<file path="src/rtl/matrix_3x3_gen.sv">
// matrix_3x3_gen: feeds an external two-line shift RAM and assembles a registered 3x3
// pixel window with top/left border handling. Define MATRIX_BORDER_ZERO_EN for zero borders.
module matrix_3x3_gen #(
  parameter logic [10:0] IMG_HDISP  = 11'd640,
  parameter logic [10:0] IMG_VDISP  = 11'd480,
  parameter int          DATA_WIDTH = 8
) (
  input  logic                  clock,
  input  logic                  rst_n,
  input  logic                  per_frame_vsync,
  input  logic                  per_frame_href,
  input  logic                  per_frame_clken,
  input  logic [DATA_WIDTH-1:0] per_img_data,
  output logic                  lsr_clken,
  output logic [DATA_WIDTH-1:0] lsr_shiftin,
  input  logic [DATA_WIDTH-1:0] lsr_taps0x,
  input  logic [DATA_WIDTH-1:0] lsr_taps1x,
  output logic                  matrix_frame_vsync,
  output logic                  matrix_frame_href,
  output logic                  matrix_frame_clken,
  output logic [DATA_WIDTH-1:0] matrix_p11,
  output logic [DATA_WIDTH-1:0] matrix_p12,
  output logic [DATA_WIDTH-1:0] matrix_p13,
  output logic [DATA_WIDTH-1:0] matrix_p21,
  output logic [DATA_WIDTH-1:0] matrix_p22,
  output logic [DATA_WIDTH-1:0] matrix_p23,
  output logic [DATA_WIDTH-1:0] matrix_p31,
  output logic [DATA_WIDTH-1:0] matrix_p32,
  output logic [DATA_WIDTH-1:0] matrix_p33
);

  localparam logic [10:0] COL_MAX = IMG_HDISP - 11'd1;

  if (IMG_HDISP < 11'd3 || IMG_VDISP < 11'd3) begin : g_bad_size
    $error("matrix_3x3_gen: image must be at least 3x3");
  end

  logic                  vsync_q, href_q;
  logic                  vsync_rise, href_rise, href_fall;
  logic [1:0]            line_cnt_q, line_cnt_d, line_eff;
  logic                  first_pix_q, first_pix_d, is_first;
  logic [10:0]           col_cnt_q, col_cnt_d, col_base;
  logic [DATA_WIDTH-1:0] row1_q, row2_q, row3_q, row1_d, row2_d, row3_d;
  logic                  s1_first_q, s1_first_d;
  logic                  s1_valid_q;
  logic [1:0]            vsync_dly_q, href_dly_q, clken_dly_q;
  logic [DATA_WIDTH-1:0] p11_q, p12_q, p13_q, p21_q, p22_q, p23_q, p31_q, p32_q, p33_q;
  logic [DATA_WIDTH-1:0] p11_d, p12_d, p13_d, p21_d, p22_d, p23_d, p31_d, p32_d, p33_d;

  assign lsr_clken   = per_frame_clken & per_frame_href;
  assign lsr_shiftin = per_img_data;

  assign vsync_rise = per_frame_vsync & ~vsync_q;
  assign href_rise  = per_frame_href & ~href_q;
  assign href_fall  = ~per_frame_href & href_q;

  // A pixel arriving on the same cycle as the vsync edge already belongs to the new frame.
  assign line_eff = vsync_rise ? 2'd0 : line_cnt_q;
  assign is_first = href_rise | first_pix_q;
  assign col_base = href_rise ? 11'd0 : col_cnt_q;

  always_comb begin
    // NOTE: every combinational output gets a default first so no path leaves it unassigned (no latch).
    line_cnt_d = line_cnt_q;
    if (vsync_rise) begin
      line_cnt_d = 2'd0;
    end else if (href_fall && line_cnt_q != 2'd2) begin
      line_cnt_d = line_cnt_q + 2'd1;
    end

    first_pix_d = first_pix_q;
    if (lsr_clken) begin
      first_pix_d = 1'b0;
    end else if (href_rise) begin
      first_pix_d = 1'b1;
    end

    col_cnt_d = col_base;
    if (lsr_clken && col_base != COL_MAX) begin
      col_cnt_d = col_base + 11'd1;
    end
  end

  // Stage 1: capture the column and patch rows that lie above the frame.
  always_comb begin
    row1_d     = row1_q;
    row2_d     = row2_q;
    row3_d     = row3_q;
    s1_first_d = s1_first_q;
    if (lsr_clken) begin
      row3_d     = per_img_data;
      row2_d     = lsr_taps0x;
      row1_d     = lsr_taps1x;
      s1_first_d = is_first;
`ifdef MATRIX_BORDER_ZERO_EN
      if (line_eff == 2'd0) row2_d = '0;
      if (line_eff != 2'd2) row1_d = '0;
`else
      if (line_eff == 2'd0) begin
        row2_d = per_img_data;
        row1_d = per_img_data;
      end else if (line_eff == 2'd1) begin
        row1_d = lsr_taps0x;
      end
`endif
    end
  end

  // Stage 2: shift the window left; the first pixel of a line fills the left columns.
  always_comb begin
    {p11_d, p12_d, p13_d} = {p11_q, p12_q, p13_q};
    {p21_d, p22_d, p23_d} = {p21_q, p22_q, p23_q};
    {p31_d, p32_d, p33_d} = {p31_q, p32_q, p33_q};
    if (s1_valid_q) begin
      p13_d = row1_q;
      p23_d = row2_q;
      p33_d = row3_q;
      if (s1_first_q) begin
`ifdef MATRIX_BORDER_ZERO_EN
        {p11_d, p12_d} = '0;
        {p21_d, p22_d} = '0;
        {p31_d, p32_d} = '0;
`else
        {p11_d, p12_d} = {row1_q, row1_q};
        {p21_d, p22_d} = {row2_q, row2_q};
        {p31_d, p32_d} = {row3_q, row3_q};
`endif
      end else begin
        {p11_d, p12_d} = {p12_q, p13_q};
        {p21_d, p22_d} = {p22_q, p23_q};
        {p31_d, p32_d} = {p32_q, p33_q};
      end
    end
  end

  // NOTE: window and pipeline registers are plain flops, so they are reset to give clean zero outputs.
  always_ff @(posedge clock or negedge rst_n) begin
    if (!rst_n) begin
      vsync_q     <= 1'b0;
      href_q      <= 1'b0;
      line_cnt_q  <= 2'd0;
      first_pix_q <= 1'b0;
      col_cnt_q   <= 11'd0;
      row1_q      <= '0;
      row2_q      <= '0;
      row3_q      <= '0;
      s1_first_q  <= 1'b0;
      s1_valid_q  <= 1'b0;
      vsync_dly_q <= 2'b00;
      href_dly_q  <= 2'b00;
      clken_dly_q <= 2'b00;
      {p11_q, p12_q, p13_q} <= '0;
      {p21_q, p22_q, p23_q} <= '0;
      {p31_q, p32_q, p33_q} <= '0;
    end else begin
      // NOTE: non-blocking assignments keep every flop sampling pre-edge values.
      vsync_q     <= per_frame_vsync;
      href_q      <= per_frame_href;
      line_cnt_q  <= line_cnt_d;
      first_pix_q <= first_pix_d;
      col_cnt_q   <= col_cnt_d;
      row1_q      <= row1_d;
      row2_q      <= row2_d;
      row3_q      <= row3_d;
      s1_first_q  <= s1_first_d;
      s1_valid_q  <= lsr_clken;
      vsync_dly_q <= {vsync_dly_q[0], per_frame_vsync};
      href_dly_q  <= {href_dly_q[0], per_frame_href};
      clken_dly_q <= {clken_dly_q[0], per_frame_clken};
      {p11_q, p12_q, p13_q} <= {p11_d, p12_d, p13_d};
      {p21_q, p22_q, p23_q} <= {p21_d, p22_d, p23_d};
      {p31_q, p32_q, p33_q} <= {p31_d, p32_d, p33_d};
    end
  end

  assign matrix_frame_vsync = vsync_dly_q[1];
  assign matrix_frame_href  = href_dly_q[1];
  assign matrix_frame_clken = clken_dly_q[1];

  assign matrix_p11 = p11_q;
  assign matrix_p12 = p12_q;
  assign matrix_p13 = p13_q;
  assign matrix_p21 = p21_q;
  assign matrix_p22 = p22_q;
  assign matrix_p23 = p23_q;
  assign matrix_p31 = p31_q;
  assign matrix_p32 = p32_q;
  assign matrix_p33 = p33_q;

endmodule

</file>
<file path="config.mk">
export PLATFORM = sky130hd
export DESIGN_NAME = matrix_3x3_gen
export DESIGN_NICKNAME = d
export VERILOG_FILES = /design/src/rtl/matrix_3x3_gen.sv
export SDC_FILE = /design/constraint.sdc
export NUM_CORES = 1
export LEC_CHECK = 0
export BUFFER_PORTS_ARGS = -buffer_cell sky130_fd_sc_hd__buf_2
export CELL_PAD_IN_SITES_DETAIL_PLACEMENT = 1
export CELL_PAD_IN_SITES_GLOBAL_PLACEMENT = 1
export CORE_ASPECT_RATIO = 1.1
export CORE_UTILIZATION = 41
export DETAILED_ROUTE_END_ITERATION = 7
export PLACE_DENSITY_LB_ADDON = 0.1
export SYNTH_ARGS = -nofsm -noshare
export SYNTH_HDL_FRONTEND = slang
export SYNTH_SLANG_ARGS = --single-unit
</file>
<file path="constraint.sdc">
create_clock -name clock -period 1.4 [get_ports clock]
set_input_delay 0.14 -clock clock [delete_from_list [all_inputs] [get_ports clock]]
set_output_delay 0.14 -clock clock [all_outputs]
set_load 0.01 [all_outputs]
</file>
Yosys cells after proc, flatten, opt, wreduce, memory -nomap -nowiden
Index checks and enable logic that the tools add are counted.

storage, ports and cells
  register bits after elaboration = 109

operators by class
  add/sub/neg operators = 1
  equal/unequal tests = 2
  muxes and demuxes = 14
  bitwise logic cells = 8
  reduce and logical (&&, ||, !) cells = 4

operators with widths
  operator               count
  $mux W8                9
  $mux W2                3
  $and A1 B1 Y1          4
  $reduce_bool A2 Y1     2
  $not A1 Y1             3
  $add A2 B1 Y2 const B  1
  $eq A2 B1 Y1 const B   1
  $logic_not A2 Y1       1
  $mux W1                2
  $ne A2 B2 Y1 const B   1
  $logic_and A1 B1 Y1    1
  $or A1 B1 Y1           1

Depth between registers and ports, before layout
  depth in word-level cells = 6
  mapped depth = 6

Worst setup path after synthesis
Ideal clock, no wire load.

  path kind = register -> register
  from = register line_cnt_q[0]
  to = register line_cnt_q[1]
  arrival = 1.117 ns
  data required time = 1.306 ns
  setup slack = 0.189 ns
  stages on the path, launching flop included = 6
  cells stage by stage = dfrtp_1 inv_1 ha_1 nor3b_2 nor2_1 a211oi_1

on the way
  cells in the longest elaborated chain, start to end = 3
  elaborated cells between the ends (all ways) = 6
  those cells by class = add/sub (1); eq/ne (1); mux (2); reduce/logical (2)

RTL lines
  item                                                   RTL line  source
  start, declared                                        40        logic [1:0] line_cnt_q, line_cnt_d, line_eff;
  start signal, assigned                                 159       line_cnt_q <= line_cnt_d;
  $add A2 B1 Y2 / $ne A2 B2 Y1 (equally long branches)   68, 67
  $mux W2 / $logic_and A1 B1 Y1 (equally long branches)  67        end else if (href_fall && line_cnt_q != 2'd2) begin
  $mux W2 / $reduce_bool A2 Y1 (equally long branches)   n/a

Parallel ways exist; a longest one is shown, timed or not. The select of a mux whose other input is x is not followed.
A chain may end at the register's enable or synchronous reset.

Final worst setup path
Ends and elaborated chain as after synthesis.

==> results.sh <==
export IMPL_status="finished, final reports clean"
export IMPL_endpoint_kind="flop"
export IMPL_nNetsFinal=550
export IMPL_synth_top_family_by_area="multiplexers"
export IMPL_dr_pass1_iters=4
export IMPL_yosysMostFrequentCell="dfrtp_1"
export IMPL_cts_tree="built"
export IMPL_hp_class="in -> reg"
export IMPL_multi_input_area_um2=1720
export IMPL_htree_levels=3
export IMPL_path_clk_slew_ns=0.07
export IMPL_grt_pass1_vias=3548
export IMPL_worst_setup_path_start_kind="flop"
export IMPL_vias_per_cell=5.17
export IMPL_tightest_slew_ns=0.346
export IMPL_setup_tns_ns=0
export IMPL_period_minus_slack_ns=1.39
export IMPL_setup_viol=0
export IMPL_drive_above_1_share_pct=33.1
export IMPL_crit_required_ns=1.65
export IMPL_worst_setup_path_type="reg -> reg"
export IMPL_synth_xor_area_share_pct=0.188
export IMPL_cts_buffer_depth=2
export IMPL_finalClockSkew_ns=0.00468
export IMPL_use_met1_pct=26.6
export IMPL_cts_sinks=107
export IMPL_grt_max_degree=46
export IMPL_num_antenna_cells=0
export IMPL_wl_per_cell_um=16.8
export IMPL_synth_compound_area_share_pct=10.1
export IMPL_postLayoutCellArea_um2=5720
export IMPL_synth_simple_area_share_pct=10.0
export IMPL_die_area_um2=11800
export IMPL_drtIter0Drc=175
export IMPL_hold_depth=3
export IMPL_drv_slew=0
export IMPL_async_reset_ff_share_pct=100
export IMPL_finalPower_mw=10.0
export IMPL_core_um2=11000
export IMPL_met3_usage_pct=2.97
export IMPL_synth_main_ff_cell="dfrtp_1"
export IMPL_cts_root_buffer="clkbuf_16"
export IMPL_n_fill_cell=1235
export IMPL_seqCellArea_um2=2680
export IMPL_max_cap_violations=0
export IMPL_wl_mm=11.3
export IMPL_synthAdderAreaFrac_pct=0.269
export IMPL_clk_latency_ns=0.34
export IMPL_ys_top_cells_by_count="dfrtp_1, nor2_1, a21oi_1"
export IMPL_num_io_pins=113
export IMPL_muxShareOfSynthArea_pct=16.1
export IMPL_grt_usage_pct=20.4
export IMPL_worstPathArrival_ns=1.65
export IMPL_cellLeakagePower_nw=2.81
export IMPL_synth_top_cells_by_area="dfrtp_1, mux2i_1, mux2_2"
export IMPL_die_x_um=104
export IMPL_grtUsageMet2_pct=34.0
export IMPL_syn_area_per_cell_um2=11.3
export IMPL_yosysUniqueCellTypes=29
export IMPL_final_antenna_net_count=0
export IMPL_synth_seq_cells=107
export IMPL_antenna_found_initial=0
export IMPL_fin_cells=672
export IMPL_hold_viol=0
export IMPL_max_freq_mhz=719
export IMPL_cts_buffers=9
export IMPL_chipHeight_um=114
export IMPL_placed_cell_area_um2=5360
export IMPL_yosysWarnings=0
export IMPL_start_util_pct=42.3
export IMPL_path_max_fanout=8
export IMPL_grt_busiest_layer="met2"
export IMPL_num_rows=40
export IMPL_hpwl_mm=8.00
export IMPL_placedCellCount=651
export IMPL_syn_inst=414
export IMPL_synth_area_um2=4660
export IMPL_synth_edf_count=0
export IMPL_grt_overflow_total=0
export IMPL_maxSlewHeadroom_pct=76.9
export IMPL_layout_worst_path_cycle_share_pct=99.4
export IMPL_via_count=3473
export IMPL_synth_nets=444
export IMPL_synth_seq_area_share_pct=57.5
export IMPL_yosysTopAreaCell="dfrtp_1"
export IMPL_drc=0
export IMPL_io_buffers=112
export IMPL_grt_pass1_wl_mm=18.7
export IMPL_r2r_cells=5
export IMPL_netlist_area_leader_share_pct=57.5
export IMPL_areaGrowthSynthToFinish_pct=22.7
export IMPL_ir_drop_mv=0.737
export IMPL_gp_congestion=0.792
export IMPL_cellPowerDensity_nw_per_um2=1760
==> final timing paths <==
| check | endpoint | from | slack [ns] |
|---|---|---|---|
| max in group asynchronous | matrix_p13[1] | rst_n | 0.60 |
| hold reg to reg | clken_dly_q[1] | clken_dly_q[0] | 0.36 |
| setup / recovery | line_cnt_q[1] | line_cnt_q[0] | 0.009 |
| setup reg to reg | line_cnt_q[1] | line_cnt_q[0] | 0.009 |
| hold / removal | row3_q[5] | per_img_data[5] | 0.06 |
| min in group asynchronous | matrix_p33[7] | rst_n | 0.24 |
==> placed cells by master, fill, tap and decap left out, types with 2 or more instances in the layout <==
master | Yosys | layout
a21oi_1 | 52 | 52
a22oi_1 | 5 | 5
a31oi_1 | 9 | 9
and3b_1 | 3 | 3
buf_12 | 1 | 8
buf_2 | 14 | 111
buf_4 | 16 | 7
clkbuf_1 | 2 | 3
clkbuf_16 | 0 | 9
clkbuf_8 | 0 | 2
dfrtp_1 | 107 | 104
dfrtp_2 | 0 | 2
dlygate4sd3_1 | 0 | 4
inv_1 | 2 | 2
mux2_2 | 24 | 24
mux2i_1 | 48 | 48
nand2_1 | 33 | 33
nand2b_1 | 2 | 2
nand3_1 | 8 | 8
nor2_1 | 60 | 59
o21ai_0 | 8 | 3
o21ai_1 | 0 | 5
o221ai_1 | 8 | 8
==> area by class of cell <==
class,count,share of cell area [%]
multi-input cells,268,30.1
inverters,3,0.197
well taps,147,3.22
clock buffers,14,4.62
repair buffers,131,14.3
flip-flops and latches,107,46.9
clock inverters,2,0.613
==> worst max-delay path, cell delays in order (launching register included) <==
cell and delay, ns:
dfrtp_2 0.43, inv_1 0.06, ha_1 0.20, nor3b_2 0.29
nor2_1 0.10, a211oi_2 0.22
==> stage by stage <==
step,hold WS [ns],utilization (%),setup slack (ns)
floorplan,-0.156,-,0.189
finish,0.0581,51.9,0.00864
CTS,0.0469,51.7,0.0511
global placement,0.0606,48.6,0.0893
detailed placement,0.0626,48.6,0.0464
global route,0.0611,51.9,-0.120
==> kinds of logic after synthesis <==
group	Yosys count
AND/OR/NAND/NOR	111
flip-flops	107
AO/OA/AOI/OAI	83
multiplexers	72
buffers and inverters	39
XOR/XNOR	1
adder cells (fa/ha/maj)	1
==> per-layer routing <==
metal,up-vias,wire (um)
li1,1642,-
met4,0,228
met5,-,0
met1,1722,4980
met2,97,5590
met3,12,489
==> repair_timing <==
action / CTS / global route
resized for setup: 0 / 10
setup buffers: 0 / 1
endpoints found under the setup margin: 0 / 17
hold buffers: 4 / 0
endpoints found under the hold margin: 25 / 0
==> where the power goes <==
group | switching (mW) | internal [mW] | total, mW
Clock | 1.08 | 1.49 | 2.57
Combinational | 1.50 | 1.37 | 2.87
Sequential | 0.701 | 3.91 | 4.61
Total | 3.28 | 6.76 | 10.0
(Power assumes the default switching activity.)
